## src/rtl/exe_stage.sv

```systemverilog
// Execute stage: effective address, ALE detection and
// SRAM-like data request handshake toward the memory stage.
module exe_stage #(
  parameter logic [5:0] ECODE_ALE = 6'h09,
  parameter int         DEST_W    = 5
) (
  input  logic              clk,
  input  logic              reset,
  input  logic              final_ex,
  input  logic              back_ertn_flush,
  input  logic              ds_to_es_valid,
  output logic              es_allowin,
  input  logic [7:0]        ds_mem_op,
  input  logic [31:0]       ds_base,
  input  logic [31:0]       ds_offset,
  input  logic [31:0]       ds_st_data,
  input  logic [31:0]       ds_pc,
  input  logic [DEST_W-1:0] ds_dest,
  input  logic              ds_gr_we,
  input  logic              ds_ex,
  input  logic [5:0]        ds_ecode,
  input  logic              ms_allowin,
  input  logic              ms_to_es_ex,
  input  logic              ws_to_es_ex,
  output logic              es_to_ms_valid,
  output logic [31:0]       es_addr,
  output logic [7:0]        es_mem_op,
  output logic [31:0]       es_pc,
  output logic [DEST_W-1:0] es_dest,
  output logic              es_gr_we,
  output logic              es_ex,
  output logic [5:0]        es_ecode,
  output logic              data_sram_req,
  output logic              data_sram_wr,
  output logic [1:0]        data_sram_size,
  output logic [3:0]        data_sram_wstrb,
  output logic [31:0]       data_sram_addr,
  output logic [31:0]       data_sram_wdata,
  input  logic              data_sram_addr_ok,
  output logic              es_orphan_req
);

  typedef enum logic [1:0] {
    IDLE,
    REQ,
    ACC
  } state_t;

  state_t      state;
  logic        es_valid;
  logic        orphan;
  logic [31:0] es_base;
  logic [31:0] es_offset;
  logic [31:0] es_st_data;
  logic        es_ds_ex;
  logic [5:0]  es_ds_ecode;

  logic squash;
  logic older;
  logic is_mem;
  logic op_w;
  logic op_h;
  logic ale;
  logic issue_ok;
  logic ready_go;
  logic handoff;
  logic acc_cyc;

  assign squash  = final_ex | back_ertn_flush;
  assign older   = ms_to_es_ex | ws_to_es_ex;
  assign is_mem  = |es_mem_op;
  assign op_w    = es_mem_op[0] | es_mem_op[5];
  assign op_h    = es_mem_op[3] | es_mem_op[4]
                 | es_mem_op[6];
  assign es_addr = es_base + es_offset;

  assign ale = (op_w & |es_addr[1:0])
             | (op_h & es_addr[0]);

  assign es_ex    = es_valid & (es_ds_ex | ale);
  assign es_ecode = !es_ex    ? 6'h00 :
                    es_ds_ex  ? es_ds_ecode :
                                ECODE_ALE;

  assign issue_ok = es_valid & is_mem & !es_ex
                  & !older & !squash;

  assign acc_cyc  = (state == REQ) & data_sram_addr_ok;

  assign ready_go = !is_mem | es_ex
                  | (state == ACC) | acc_cyc
                  | ((state == IDLE) & older);

  assign es_allowin = !orphan
                    & (!es_valid | (ready_go & ms_allowin));

  assign es_to_ms_valid = es_valid & ready_go & !squash;
  assign handoff        = es_to_ms_valid & ms_allowin;

  assign es_orphan_req = (acc_cyc & (orphan | squash))
                       | ((state == ACC) & squash);

  assign data_sram_req  = (state == REQ);
  assign data_sram_wr   = |es_mem_op[7:5];
  assign data_sram_addr = es_addr;
  assign data_sram_size = op_w ? 2'd2 :
                          op_h ? 2'd1 : 2'd0;

  // Store lane strobes and replicated write data
  always_comb begin
    data_sram_wstrb = 4'b0000;
    data_sram_wdata = es_st_data;
    unique case (1'b1)
      es_mem_op[7]: begin
        data_sram_wstrb = 4'b0001 << es_addr[1:0];
        data_sram_wdata = {4{es_st_data[7:0]}};
      end
      es_mem_op[6]: begin
        data_sram_wstrb = es_addr[1] ? 4'b1100
                                     : 4'b0011;
        data_sram_wdata = {2{es_st_data[15:0]}};
      end
      es_mem_op[5]: begin
        data_sram_wstrb = 4'b1111;
      end
      default: ;
    endcase
  end

  // Valid bit and payload registers
  always_ff @(posedge clk or posedge reset) begin
    if (reset) begin
      es_valid    <= 1'b0;
      es_mem_op   <= 8'h00;
      es_base     <= 32'h0;
      es_offset   <= 32'h0;
      es_st_data  <= 32'h0;
      es_pc       <= 32'h0;
      es_dest     <= '0;
      es_gr_we    <= 1'b0;
      es_ds_ex    <= 1'b0;
      es_ds_ecode <= 6'h00;
    end else begin
      if (squash)
        es_valid <= 1'b0;
      else if (es_allowin)
        es_valid <= ds_to_es_valid;
      if (ds_to_es_valid & es_allowin) begin
        es_mem_op   <= ds_mem_op;
        es_base     <= ds_base;
        es_offset   <= ds_offset;
        es_st_data  <= ds_st_data;
        es_pc       <= ds_pc;
        es_dest     <= ds_dest;
        es_gr_we    <= ds_gr_we;
        es_ds_ex    <= ds_ex;
        es_ds_ecode <= ds_ecode;
      end
    end
  end

  // Request FSM; a request once raised is held until addr_ok
  always_ff @(posedge clk or posedge reset) begin
    if (reset) begin
      state  <= IDLE;
      orphan <= 1'b0;
    end else begin
      unique case (state)
        IDLE: begin
          if (issue_ok)
            state <= REQ;
        end
        REQ: begin
          if (data_sram_addr_ok) begin
            orphan <= 1'b0;
            if (orphan | squash | handoff)
              state <= IDLE;
            else
              state <= ACC;
          end else if (squash) begin
            orphan <= 1'b1;
          end
        end
        ACC: begin
          if (squash | handoff)
            state <= IDLE;
        end
        default: state <= IDLE;
      endcase
    end
  end

endmodule
```

## config.mk

```make
export PLATFORM = sky130hd
export DESIGN_NAME = exe_stage
export DESIGN_NICKNAME = d
export VERILOG_FILES = /design/src/rtl/exe_stage.sv
export SDC_FILE = /design/constraint.sdc
export NUM_CORES = 1
export LEC_CHECK = 0
export ABC_AREA = 1
export CAP_MARGIN = 10
export CORE_UTILIZATION = 47
export CTS_BUF_LIST = sky130_fd_sc_hd__clkbuf_4
export CTS_CLUSTER_DIAMETER = 120
export DETAILED_ROUTE_END_ITERATION = 10
export PLACE_DENSITY = 0.83
export SYNTH_ARGS = -nofsm -noshare
export SYNTH_HDL_FRONTEND = slang
export SYNTH_SLANG_ARGS = --single-unit
```

## constraint.sdc

```tcl
create_clock -name clk -period 13.7 [get_ports clk]
set_input_delay 2.74 -clock clk [delete_from_list [all_inputs] [get_ports clk]]
set_output_delay 2.74 -clock clk [all_outputs]
set_load 0.005 [all_outputs]
```

==> results of run 1 <==
==> registers in the layout, indices dropped and copies added, names as in the netlist, 2 cells and up <==
register,cells
es_base,32
es_offset,32
es_pc,32
es_st_data,32
es_mem_op,8
es_ds_ecode,6
es_dest,5
state,2
==> power by group <==
group          total (uW)  leakage [uW]  internal (uW)  switching [uW]
clock network         255      0.000124           91.7             163
registers             782       0.00188            644             138
logic                2170       0.00409           1110            1060
==> worst paths after layout <==
check / startpoint / endpoint / slack (ns)
max: data_sram_addr_ok / es_allowin / 6.10
min: es_pc[22] / es_pc[22] / 0.49
max reg2reg: es_base[0] / es_base[22] / 9.43
min reg2reg: es_pc[22] / es_pc[22] / 0.49
max in group asynchronous: reset / es_base[23] / 9.51
min in group asynchronous: reset / es_dest[0] / 2.64
==> per-layer routing <==
metal	GRT usage (%)	up-vias
met4	9.17	0
met3	6.63	42
met1	36.5	4391
li1	-	4527
met5	0	-
met2	48.3	413
==> synth_stat cells <==
library cell / number
buf_4: 44
clkinv_1: 1
nand3_1: 35
o22ai_1: 8
and3_1: 3
clkbuf_1: 36
dfrtp_1: 153
inv_2: 2
nand3b_1: 1
o21ai_0: 38
nand3_2: 2
nand4_1: 154
o21a_1: 2
ha_1: 31
nand2_1: 452
nand2_2: 2
inv_1: 97
nor2_1: 71
buf_1: 2
nor4_1: 1
fa_1: 1
xor2_1: 15
a21boi_0: 3
o21bai_1: 4
nor3_1: 7
buf_6: 12
o31ai_1: 2
a21o_1: 6
a21oi_1: 37
buf_2: 15
xnor2_1: 4
==> worst max-delay path, cell delays in order <==
cell	delay [ns]
clkdlybuf4s50_1	0.48
inv_1	0.05
nor2_1	0.14
nor2_1	0.08
nand3_2	0.09
nand2_1	0.09
nand2_4	0.48
nand2_1	0.15
inv_1	0.08
clkdlybuf4s50_1	0.49
==> area by class of cell <==
class                           instances  area [um2]
Antenna cell                            1        2.50
Clock buffer                           19         143
Clock inverter                         12         104
Fill cell                            1660        6610
Inverter                              100         383
Multi-Input combinational cell        879        4340
Sequential cell                       153        3830
Tap cell                              260         325
Timing Repair Buffer                  323        3220
==> logic make-up (layout without fill, tap and decap cells) <==
kind of cell,Yosys count,count (layout),synth area share (%)
flops,153,153,41.5
fa+ha+maj,32,32,4.43
simple gates,728,728,34.7
compound gates,100,100,6.00
buf+inv,209,454,11.5
xor+xnor,19,19,1.81
other cells,0,1,0
==> through the flow <==
step | area [um2] | worst slack, ns
after floorplan | 9220 | 6.84
after global placement | 12100 | 6.11
after detailed placement | 12100 | 6.10
after CTS | 12300 | 6.10
after global routing | 12300 | 5.85
final | 12300 | 6.10
==> results.tsv, run 1 <==
metric	value	unit
rsz0062_at_grt	false	
grt_pass1_wl	45.1	mm
mostFrequentLayoutCells	452 x nand2_1, 316 x clkdlybuf4s50_1, 154 x nand4_1	
wl_met3	2.37	mm
p_total	3210	uW
synth-seq-cells	153	
cts_setup_buffers	0	
die_x	142	um
tightestPinTransition	1.05	ns
clk_pin_slew	0.13	ns
io_buffer_count	317	
design.die.area	0.0202	mm2
power.density	260	mW/mm2
fin_nets	1664	
viasPerCell	5.37	
drt-total-wl	28.8	mm
finalCritPeriodShare	55.5	%
track_usage	28.7	%
synth_top_area_cell	dfrtp_1	
clock_latency	0.57	ns
period_minus_slack	7.60	ns
core	0.0190	mm2
reg2reg_depth	14	
dr.pass1.iters	5	
syn_nets	1431	
final_util	65.1	%
route.detailed.drc	0	
worstSetupEndpointType	output pin	
worstPathMaxFanout	57	
htreeDepth	4	
wl_per_cell	16.5	um
dieHeight	142	um
dr.max_layer_used	met4	
maxCapViolations	0	
clock_sinks	153	
synthToLayoutAreaGrowth	33.9	%
synth_cells	1241	
stdcell_count	1747	
antenna_left	0	
whs	0.486	ns
mostFrequentLayoutCell	nand2_1	
synth.avg_cell_area	7.43	um2
wirelength_met1	11.7	mm
yosys_warnings	0	
antenna_found_initial	1	
ctsHoldBuffers	0	
clockRootBuffer	clkbuf_4	
io_pins	318	
drt_iter0_markers	717	
hold_violations	0	
dp_hpwl	20.8	mm
totalNegativeSetupSlack	0	ns
cp-start-kind	input pin	
ys_types	31	
relSlewSlack	29.8	%
holdPathStages	2	
ctsResizeCount	0	
numPlacedInstances	1715	
syn_area	0.00922	mm2
netlist_top_cells_area	dfrtp_1 42%, nand2_1 18%, nand4_1 10%, ha_1 4.2%, inv_1 4.0%	
cts_tree	built	
clk_path_buf_depth	2	
globalRoute.totalOverflow	0	
worstHoldPathType	reg -> reg	
criticalPathCategory	in -> out	
layout-drive-gt1-share	2.96	%
max_freq	0.132	GHz
critPathArrivalTime	4.86	ns
seq_area_frac_synth	41.5	%
grt_max_degree	97	
grt_pass1_vias	8600	
p_leak	0.00610	uW
gp_congestion	0.950	
wl_met2	14.2	mm
worst_ep_required_time	10.96	ns
vias	9373	
max-vdd-ir-drop	0.000139	V
cts_buffers	17	
synth_top_area_share	41.5	%
outcome	completed	
setup_viol_count_final	0	
fin_skew	0.0279	ns
final_max_slew_viol_count	0	
rows	50	
start_util	48.6	%
No activity file was read; power rests on OpenSTA's default activity.
==> run 2, diff against run 1 <==
--- a/config.mk
+++ b/config.mk
@@ -7,11 +7,11 @@
 export LEC_CHECK = 0
 export ABC_AREA = 1
 export CAP_MARGIN = 10
-export CORE_UTILIZATION = 47
+export CORE_UTILIZATION = 43
 export CTS_BUF_LIST = sky130_fd_sc_hd__clkbuf_4
 export CTS_CLUSTER_DIAMETER = 120
 export DETAILED_ROUTE_END_ITERATION = 10
-export PLACE_DENSITY = 0.83
+export PLACE_DENSITY = 0.8
 export SYNTH_ARGS = -nofsm -noshare
 export SYNTH_HDL_FRONTEND = slang
 export SYNTH_SLANG_ARGS = --single-unit
==> constraint.sdc (replaced) <==
create_clock -name clk -period 6.3 [get_ports clk]
set_input_delay 1.26 -clock clk [delete_from_list [all_inputs] [get_ports clk]]
set_output_delay 1.26 -clock clk [all_outputs]
set_load 0.005 [all_outputs]
==> run 2 against run 1 <==
Against the previous run: first-iteration DRC count is 23% lower; global-route usage is 2.3 points lower; power is 120% higher; sequential cell count stayed put; via count is 0.61% lower; critical path type is now reg -> out; hold slack worse by 0.0011 ns; largest power group unchanged; clock power grew to 2.7 times the previous value; sequential share of layout area is 0.30 points lower.
==> results.tsv, run 2 (synthesis results as in run 1) <==
metric	value	unit	change
timing.rr.start	es_base[0]		
reg2reg_depth	14		unchanged
clockRootBuffer	clkbuf_4		
p_total	7090	uW	+120%
maxCapViolations	0		unchanged
antenna_found_initial	2		+1
layout-drive-gt1-share	3.16	%	+0.20 points
clock_sinks	153		unchanged
reg2reg_to	es_base[22]		
final_max_slew_viol_count	0		unchanged
dieHeight	148	um	+4.5%
drt_iter0_markers	551		-23%
p_switching	2960	uW	+120%
grt_pass1_vias	8760		+1.9%
rows	53		+6.0%
rsz0062_at_grt	false		
criticalPathCategory	reg -> out		
worstSetupEndpointType	output pin		
dr.pass1.iters	6		+1
clk_path_buf_depth	2		unchanged
cts_setup_buffers	0		unchanged
r2r_slack	2.63	ns	-6.80 ns
worstHoldPathType	reg -> reg		
combinationalPowerShare	66.2	%	-1.5 points
min_to	es_pc[6]		
fin_skew	0.0274	ns	-0.000480 ns
worst_ep_required_time	5.04	ns	-5.92 ns
cts_buffers	17		unchanged
io_buffer_count	317		unchanged
core	0.0210	mm2	+11%
wl_per_cell	16.3	um	-1.3%
worstPathMaxFanout	4		-93%
io_pins	318		unchanged
setup_viol_count_final	0		unchanged
htreeDepth	4		unchanged
cp-start-kind	flop		
fin_nets	1666		+0.12%
totalNegativeSetupSlack	0	ns	unchanged
max_freq	0.216	GHz	
drt-total-wl	28.7	mm	-0.23%
design.die.area	0.0220	mm2	+9.2%
period_minus_slack	4.62	ns	
mostFrequentLayoutCell	nand2_1		
synthToLayoutAreaGrowth	35.2	%	
dp_hpwl	21.0	mm	+0.85%
globalRoute.totalOverflow	0		unchanged
start_util	43.8	%	-4.8 points
viasPerCell	5.28		-1.6%
outcome	completed		
track_usage	26.4	%	-2.3 points
finalCritPeriodShare	73.3	%	
antenna_left	0		unchanged
power_switching_share	41.7	%	-0.72 points
die_x	148	um	+4.5%
grt_pass1_wl	45.7	mm	+1.3%
final_util	59.3	%	-5.8 points
p_int	4140	uW	+120%
fillCellCount	1913		+15%
p_leak	0.00616	uW	+0.91%
power.density	569	mW/mm2	+120%
power_frac_clock	9.8	%	+1.8 points
tightestPinTransition	0.928	ns	-0.124 ns
route.detailed.drc	0		unchanged
cp-startpoint	es_offset[0]		
power.share.sequential	24.0	%	-0.4 points
gp_congestion	0.919		-3.2%
ctsResizeCount	0		unchanged
holdPathStages	2		unchanged
max-vdd-ir-drop	0.000334	V	+140%
mostFrequentLayoutCells	452 x nand2_1, 316 x clkdlybuf4s50_1, 154 x nand4_1		
worstHoldStart	es_pc[6]		
vias	9316		-0.61%
grt_max_degree	90		-7.2%
cts_tree	built		
hold_violations	0		unchanged
relSlewSlack	38.1	%	+8.3 points
clk_pin_slew	0.14	ns	about the same
ctsHoldBuffers	0		unchanged
critPathArrivalTime	3.36	ns	-1.50 ns
clock_latency	0.56	ns	about the same
==> run 2: stage by stage <==
step,cell area [um2],setup slack (ns),hold WS (ns),instances
2_1_floorplan,9220,0.919,0.442,1241
4_1_cts,12500,1.60,0.491,1764
3_5_place_dp,12100,2.16,0.458,1732
5_1_grt,12500,1.41,0.502,1765
3_3_place_gp,12100,2.17,0.453,1732
6_report,12500,1.68,0.485,1765
==> run 2: how the worst max path moves through the flow <==
stage                     slack, ns  depth (start not counted)            endpoint
after global routing           1.41                         13  data_sram_addr[30]
after detailed placement       2.16                         10          es_allowin
after global placement         2.17                         10          es_allowin
final                          1.68                         13  data_sram_addr[30]
after floorplan                0.92                          1          es_base[0]
after CTS                      1.60                         13  data_sram_addr[30]
==> run 2: power by group through the flow <==
| stage | registers [uW] | clock network [uW] | logic (uW) |
|---|---|---|---|
| floorplan | 1640 | 0 | 2690 |
| global placement | 1700 | 0 | 4610 |
| detailed placement | 1720 | 0 | 4690 |
| CTS | 1700 | 713 | 4710 |
| global route | 1760 | 754 | 5190 |
| finish | 1710 | 695 | 4690 |
==> run 2: routing by layer <==
| metal | vias to the layer above | track usage, % | wire, um |
|---|---|---|---|
| met5 | - | 0 | 13 |
| met4 | 2 | 8.61 | 567 |
| met3 | 36 | 6.78 | 2310 |
| met2 | 356 | 43.8 | 14100 |
| met1 | 4377 | 33.6 | 11700 |
| li1 | 4545 | - | - |
==> run 2: layout make-up <==
class,instances,area (um2),share of cell area (%)
Multi-Input combinational cell,879,4340,34.8
Sequential cell,153,3830,30.7
Timing Repair Buffer,325,3230,25.9
Inverter,100,383,3.07
Tap cell,275,344,2.76
Clock inverter,14,196,1.58
Clock buffer,18,135,1.08
Antenna cell,1,2.50,0.0201
==> run 2: critical path, cell delays in order, from the launching register on <==
cell and delay (ns):
dfrtp_1 0.38, ha_1 0.21, inv_1 0.07, fa_1 0.40
o21ai_0 0.45, nand2_1 0.10, nand2_1 0.16, nand2_1 0.07
nand3_1 0.14, nand2_1 0.12, nand2_1 0.08, nand2_1 0.04
nand2_1 0.08, clkdlybuf4s50_1 0.51
==> run 3, diff against run 2 <==
==> constraint.sdc (replaced) <==
create_clock -name clk -period 4.2 [get_ports clk]
set_input_delay 0.84 -clock clk [delete_from_list [all_inputs] [get_ports clk]]
set_output_delay 0.84 -clock clk [all_outputs]
set_load 0.005 [all_outputs]
==> run 3 against run 2 <==
Against the previous run: core utilization increased by 0.24 points; highest routed layer is now met4; hold slack improved by 0.0044 ns; die area unchanged; register-to-register slack got worse by 1.8 ns; critical path type unchanged; via count increased by 0.61%; cell count about the same; sequential power increased by 49%.
==> results.tsv, run 3 (synthesis results as in run 1) <==
metric	value	unit	change
rows	53		unchanged
criticalPathCategory	reg -> out		
setup_viol_count_final	0		unchanged
synthToLayoutAreaGrowth	35.8	%	
dp_worst_setup_slack	0.609	ns	-1.55 ns
cts_setup_buffers	0		unchanged
outcome	completed		
max_freq	0.255	GHz	
cts_tree	built		
io_buffer_count	317		unchanged
die_x	148	um	unchanged
final_max_slew_viol_count	0		unchanged
numPlacedInstances	1732		unchanged
route.detailed.drc	0		unchanged
drt-total-wl	28.6	mm	-0.45%
io_pins	318		unchanged
worstPathMaxFanout	4		unchanged
fin_nets	1666		unchanged
antenna_left	0		unchanged
cp-start-kind	flop		
clock_latency	0.56	ns	about the same
wl_per_cell	16.2	um	-0.50%
crit_slowest_cell	clkdlybuf4s50_1		
drt_iter0_markers	598		+8.5%
grt_pass1_vias	8896		+1.6%
design_area	0.0125	mm2	+0.40%
dieHeight	148	um	unchanged
cpPeakStageDelay	0.51	ns	about the same
critPathArrivalTime	3.08	ns	-0.28 ns
cts_buffers	17		unchanged
gp_congestion	0.951		+3.5%
worstSetupEndpointType	output pin		
ctsHoldBuffers	0		unchanged
clk_path_buf_depth	2		unchanged
mostFrequentLayoutCells	452 x nand2_1, 316 x clkdlybuf4s50_1, 154 x nand4_1		
finalCritPeriodShare	93.3	%	
fin_skew	0.0312	ns	+0.00383 ns
dr.pass1.iters	7		+1
ctsResizeCount	1		+1
track_usage	26.3	%	-0.086 points
clk_pin_slew	0.13	ns	about the same
maxCapViolations	0		unchanged
crit_family	simple AND/OR/NAND/NOR gates		
rsz0062_at_grt	false		
worst_ep_required_time	3.36	ns	-1.68 ns
whs	0.489	ns	+0.00442 ns
dp_hpwl	20.4	mm	-2.9%
core	0.0210	mm2	unchanged
fillCellCount	1888		-1.3%
design.die.area	0.0220	mm2	unchanged
worstHoldPathType	reg -> reg		
clockRootBuffer	clkbuf_4		
crit_path_cell_trace	ha_1, inv_1, fa_1, o21ai_2, nand2_1, nand2_1, nand2_1, nand3_1, nand2_1, nand2_1, nand2_1, nand2_1, clkdlybuf4s50_1		
antenna_found_initial	2		unchanged
setup_slack	0.283	ns	-1.40 ns
layout-drive-gt1-share	3.29	%	+0.13 points
mostFrequentLayoutCell	nand2_1		
relSlewSlack	39.1	%	+0.97 points
grt_max_degree	154		+71%
max-vdd-ir-drop	0.000455	V	+36%
stdcell_count	1766		+0.057%
viasPerCell	5.31		+0.55%
start_util	43.8	%	unchanged
hold_violations	0		unchanged
clock_sinks	153		unchanged
globalRoute.totalOverflow	0		unchanged
htreeDepth	4		unchanged
grt_pass1_wl	45.6	mm	-0.21%
path_buf_inv	2		unchanged
tightestPinTransition	0.914	ns	-0.0146 ns
critPathMostFrequentCell	nand2_1		
period_minus_slack	3.92	ns	
p_leak	0.00617	uW	+0.22%
vias	9373		+0.61%
power.density	856	mW/mm2	+50%
totalNegativeSetupSlack	0	ns	unchanged
place_area	0.0122	mm2	+0.40%
==> run 3: cell count changes in the layout (fill, tap and decap cells not counted), sizes merged <==
cell      before  now
clkinv         7    1
clkinvlp       2    4
clkbuf        18   17
diode          1    2
bufinv         4    3
inv          101  107
==> run 3: worst paths after layout <==
check,startpoint,to,slack [ns],cells past startpoint
worst max register to register,es_base[0],es_ds_ecode[3],0.86,15
max in group asynchronous,reset,es_st_data[25],2.65,3
worst max-delay path,es_base[0],data_sram_addr[30],0.28,13
worst min-delay path,es_pc[0],es_pc[0],0.49,2
min in group asynchronous,reset,es_base[4],0.81,3
worst min register to register,es_pc[0],es_pc[0],0.49,2
==> run 3: through the flow <==
stage / total power, uW / util (%)
6_report: 10700 / 59.5
4_1_cts: 10700 / 59.5
3_5_place_dp: 9650 / 57.9
2_1_floorplan: 6490 / -
5_1_grt: 11600 / 59.5
3_3_place_gp: 9540 / 57.9
==> run 3: power by group <==
group          switching, uW  internal, uW  total [uW]  leakage [uW]
registers                444          2100        2540       0.00188
logic                   3470          3640        7110       0.00412
clock network            612           436        1050      0.000166
==> run 3: cell type report <==
| cell class | count | area, um2 | area share (%) |
|---|---|---|---|
| multi-input combinational | 879 | 4350 | 34.7 |
| sequential | 153 | 3830 | 30.6 |
| timing repair buffer | 325 | 3280 | 26.2 |
| inverter | 100 | 382 | 3.05 |
| tap | 275 | 344 | 2.75 |
| clock inverter | 15 | 199 | 1.59 |
| clock buffer | 17 | 128 | 1.02 |
| antenna | 2 | 5.00 | 0.0400 |
==> run 3: metal layers <==
| layer | part of all wire [%] | up-vias | track usage [%] | wire length, um |
|---|---|---|---|---|
| met5 | 0 | - | 0 | 0 |
| met4 | 3.2 | 0 | 11.1 | 918 |
| met3 | 8.2 | 61 | 7.18 | 2350 |
| met2 | 47 | 384 | 42.4 | 13600 |
| met1 | 41 | 4375 | 33.3 | 11800 |
| li1 | - | 4553 | - | - |
==> run 3: worst reg2reg max path: cells and delay by family, from the launching register on <==
family                   cells  cell delay, ns
AND/OR/NAND/NOR             10            1.30
buffers and inverters        3            0.83
adder cells (fa/ha/maj)      2            0.70
flip-flops                   1            0.42
